--- src/rtl/zxuno_regport.sv ---
// ZX-Uno register port: a Z80 I/O port pair that selects an 8-bit register
// address (ADDR_PORT) and signals accesses to the selected register (DATA_PORT).
module zxuno_regport #(
    parameter logic [15:0] ADDR_PORT = 16'hFC3B,
    parameter logic [15:0] DATA_PORT = 16'hFD3B
) (
    input  logic        clk,
    input  logic        rst,
    input  logic [15:0] a,
    input  logic        iorq_n,
    input  logic        rd_n,
    input  logic        wr_n,
    input  logic [7:0]  din,
    output logic [7:0]  zxuno_addr,
    output logic        zxuno_regrd,
    output logic        zxuno_regwr,
    output logic        regaddr_changed,
    output logic [7:0]  dout,
    output logic        oe_n
);

    typedef enum logic [1:0] {StIdle, StAwr, StDwr, StRdx} state_e;

    state_e     state_q, state_d;
    logic       wr_acc, rd_acc;
    logic       hit_addr, hit_data;
    logic       load_addr, start_dwr;
    logic [7:0] addr_q;
    logic [7:0] dout_q;
    logic       load_q;
    logic       changed_q;
    logic       regwr_q;

    // Access qualifiers and full 16-bit port decode.
    always_comb begin
        wr_acc   = !iorq_n && !wr_n;
        rd_acc   = !iorq_n && !rd_n;
        hit_addr = (a == ADDR_PORT);
        hit_data = (a == DATA_PORT);
    end

    // Next-state decode; a write wins over a simultaneous read, and only IDLE can
    // start an access, so address changes mid-strobe are ignored.
    always_comb begin
        state_d   = state_q;
        load_addr = 1'b0;
        start_dwr = 1'b0;
        unique case (state_q)
            StIdle: begin
                if (wr_acc) begin
                    if (hit_addr) begin
                        state_d   = StAwr;
                        load_addr = 1'b1;
                    end else if (hit_data) begin
                        state_d   = StDwr;
                        start_dwr = 1'b1;
                    end
                end else if (rd_acc && (hit_addr || hit_data)) begin
                    state_d = StRdx;
                end
            end
            StAwr, StDwr: begin
                if (!wr_acc) state_d = StIdle;
            end
            StRdx: begin
                if (!rd_acc) state_d = StIdle;
            end
            default: state_d = StIdle;
        endcase
    end

    // State, address register and pulse pipeline; reset is synchronous.
    always_ff @(posedge clk) begin
        if (rst) begin
            state_q   <= StIdle;
            addr_q    <= 8'h00;
            dout_q    <= 8'h00;
            load_q    <= 1'b0;
            changed_q <= 1'b0;
            regwr_q   <= 1'b0;
        end else begin
            state_q   <= state_d;
            dout_q    <= addr_q;
            load_q    <= load_addr;
            // Pulse lands the cycle after the new address becomes visible.
            changed_q <= load_q;
            regwr_q   <= start_dwr;
            if (load_addr) addr_q <= din;
        end
    end

    // Read-side strobes are purely combinational and masked during a write.
    always_comb begin
        zxuno_regrd     = rd_acc && !wr_acc && hit_data;
        oe_n            = !(rd_acc && !wr_acc && hit_addr);
        zxuno_addr      = addr_q;
        zxuno_regwr     = regwr_q;
        regaddr_changed = changed_q;
        dout            = dout_q;
    end

endmodule

--- config.mk ---
export PLATFORM = sky130hd
export DESIGN_NAME = zxuno_regport
export DESIGN_NICKNAME = d
export VERILOG_FILES = /design/src/rtl/zxuno_regport.sv
export SDC_FILE = /design/constraint.sdc
export NUM_CORES = 1
export LEC_CHECK = 0
export ABC_AREA = 1
export CAP_MARGIN = 20
export CORE_UTILIZATION = 37
export DETAILED_ROUTE_END_ITERATION = 10
export PLACE_DENSITY = 0.74
export SLEW_MARGIN = 20
export SYNTH_ARGS = -nofsm -noshare
export SYNTH_HDL_FRONTEND = slang
export SYNTH_SLANG_ARGS = --single-unit
--- constraint.sdc ---
create_clock -name clk -period 1.5 [get_ports clk]
set_clock_uncertainty 0.05 [all_clocks]
set_input_delay 0.3 -clock clk [delete_from_list [all_inputs] [get_ports clk]]
set_output_delay 0.3 -clock clk [all_outputs]
set_load 0.03 [all_outputs]
==> impl_results.md <==
- Leak pwr: 0.863 nW
- Post-synthesis mux area share: 0
- DRT Pass-1 Iters: 4
- Total grt overflow: 0
- TritonCTS clock tree: built
- Worst setup SP type: input port
- Port bufs: 48
- Register bit count reported by yosys: 21
- Synth Area in Simple Gates: 0.272
- Routability cong.: 0.819
- Yosys cell types: 18
- GRT Util Overall: 0.194
- Clock buffer count from CTS: 3
- Clk buf depth: 2
- DRT Wirelength: 2.26 mm
- Largest family of logic cells by synthesized area: simple AND/OR/NAND/NOR gates
- Boundary Pins: 49
- Later-pin clock latency in the skew report: 0.29 ns
- Area of the multi-input gates: 399 um2
- Cell Area, Placed: 1500 um2
- Hold path cells: 2
- Fill cells: 206
- Post-synthesis xor/xnor area fraction: 0
- Pwr per Cell Area: 724 nW/um2
- Synth area leaders: dfxtp_1, inv_1, nand2_1
- Antenna diode count: 0
- Crit Path Category: input port to output port
- Syn nets: 148
- Post-Syn Area: 896 um2
- Die Y: 51.2 um
- Max Clk Rate: 632 MHz
- Hold Violations, Final: 0
- Slew Viols, Final: 0
- Inst Count DP: 202
- Initial Utilization: 0.397
- First-pass GRT wire length: 3.78 mm
- Ratio of cells with drive above 1 in the final layout: 0.333
- Area Growth Syn to Fin: 73.3%
- Slew @ Worst Pin: 0.332 ns
- Finished Layout Cells: 211
- Cells on worst reg2reg path: 6
- Root buffer cell: clkbuf_4
- Die width: 51.2 um
- Rows: 17
- Initial antenna violation count: 0
- Post-DP HPWL: 1.69 mm
- Largest area contributor in the netlist: dfxtp_1
- Drt via density: 4.46
- Data arrival, critical path: 1.23 ns
- Hold Path Class: flip-flop to flip-flop
- # nets final: 216
- Post-synthesis compound-gate area fraction: 0.0782
- Period utilisation layout: 1.06
- Required time of the worst setup path: 1.15 ns
- Starting DRC count in detailed routing: 1
- DRC Markers: 0
- CTS sink count: 21
- Yosys warns: 0
- Post-Synthesis Cells: 116
- CP Max Fanout: 2
- Vias in the first global route: 931
- Clock transition at the registers of the reported paths: 0.10 ns
- Worst ir drop on vdd: 562 uV
- Min Tclk post-route: 1.58 ns
- DIE AREA: 2620 um2
- Cts hold-fix bufs: 0
- Post-Syn Area per Cell: 7.72 um2
- Final instance area: 1550 um2
- RSZ-0062 raised after global routing: true
- H-tree depth: 1
- Setup WS post-layout: -0.0827 ns
- Core area: 2250 um2
- Post-synthesis sequential area ratio: 0.469
- Area fraction of the dominant cell type after synthesis: 0.469
- Vias post-DR: 941
- Register Area: 420 um2
- Synthesized-area fraction occupied by adder cells: 0.0419
- Largest net degree at the start of global routing: 12
- Failing checks: negative setup slack
- Status: finished with violations
- Final antenna-violating net count: 0
- Max-cap violations: 0
- Drt wl/cell: 10.7 um
- CP endpoint kind: output port
- Count of final setup violators: 2
- Slew headroom: 0.779
## through the flow
stage / utilization / setup TNS (ns) / worst slack (ns) / hold WS [ns] / total power [mW]
floorplan: - / 0 / 0.0426 / 0.338 / 0.755
global placement: 0.666 / -4.62 / -0.859 / 0.351 / 0.857
detailed placement: 0.666 / -5.00 / -0.891 / 0.353 / 0.874
CTS: 0.669 / -0.205 / -0.138 / 0.369 / 1.12
global route: 0.689 / -0.172 / -0.110 / 0.391 / 1.19
finish: 0.689 / -0.103 / -0.0827 / 0.366 / 1.12
## cell usage after synthesis, drive strengths merged
cell type	instances
inv	30
nand2	22
dfxtp	21
nor2	20
o22ai	8
ha	3
a21oi	2
nand3	2
nor3	2
o21ai	2
buf	1
nand4	1
or2	1
or3	1
## area by class of cell
cell class              count  area share
well taps                  28      0.0226
inverters                  30      0.0725
clock buffers               4      0.0169
multi-input cells          64       0.257
flip-flops and latches     21       0.271
repair buffers             64       0.360
## layer usage
| metal | up-vias | wire, um | GRT usage |
|---|---|---|---|
| li1 | 482 | - | - |
| met1 | 422 | 855 | 0.192 |
| met2 | 35 | 1190 | 0.371 |
| met3 | 2 | 195 | 0.0595 |
| met4 | 0 | 10 | 0.0694 |
| met5 | - | 0 | 0 |
## timing repair
item	in CTS	in global routing
gates resized for setup	94	14
gates cloned	0	0
pin swaps	18	15
endpoints found under the setup margin	28	2
setup buffers	5	1
## flip-flops by register name, summed over array words and instances (netlist names)
register,flops
dout,8
zxuno_regwr,1
state_q,2
zxuno_addr,8
load_q,1
regaddr_changed,1
## where the power goes
part	switching (mW)	leakage, nW	total (mW)	internal [mW]
Combinational	0.143	0.678	0.277	0.134
Sequential	0.0152	0.170	0.591	0.576
Clock	0.152	0.0150	0.256	0.103
## cell usage in the layout (no fill, tap or decap)
master,n
inv_2,3
buf_4,13
nand2_2,7
nor3_2,1
nor2_4,5
o22ai_1,8
ha_1,3
buf_2,8
clkbuf_4,3
nor3_1,1
o21ai_0,2
dfxtp_1,21
clkbuf_2,2
clkdlybuf4s50_1,9
dlygate4sd2_1,19
a21oi_1,2
nand2_1,14
buf_12,1
buf_6,12
nor2_2,2
or2_4,1
or3_4,1
nand4_4,1
nor2_1,13
nand2_4,1
nand3_1,2
clkbuf_1,1
inv_1,27
## critical path: stages
cell     delay, ns
buf_6         0.10
nor2_4        0.09
nand2_2       0.07
nor2_4        0.12
nand2_2       0.07
or3_4         0.33
buf_6         0.14
## final timing paths
check / startpoint / to / slack [ns]
worst min register to register: load_q$_SDFF_PP0_ / regaddr_changed$_SDFF_PP0_ / 0.37
worst max register to register: state_q[0]$_SDFFE_PP0P_ / zxuno_addr[5]$_SDFFE_PP0P_ / 0.16
worst min-delay path: load_q$_SDFF_PP0_ / regaddr_changed$_SDFF_PP0_ / 0.37
worst max-delay path: a[9] / oe_n / -0.08
## cells by family after synthesis
kind of cell | after synthesis
AO/OA/AOI/OAI | 12
adder cells (fa/ha/maj) | 3
buffers and inverters | 31
flip-flops | 21
AND/OR/NAND/NOR | 49
No activity file was read; power rests on OpenSTA's default activity.
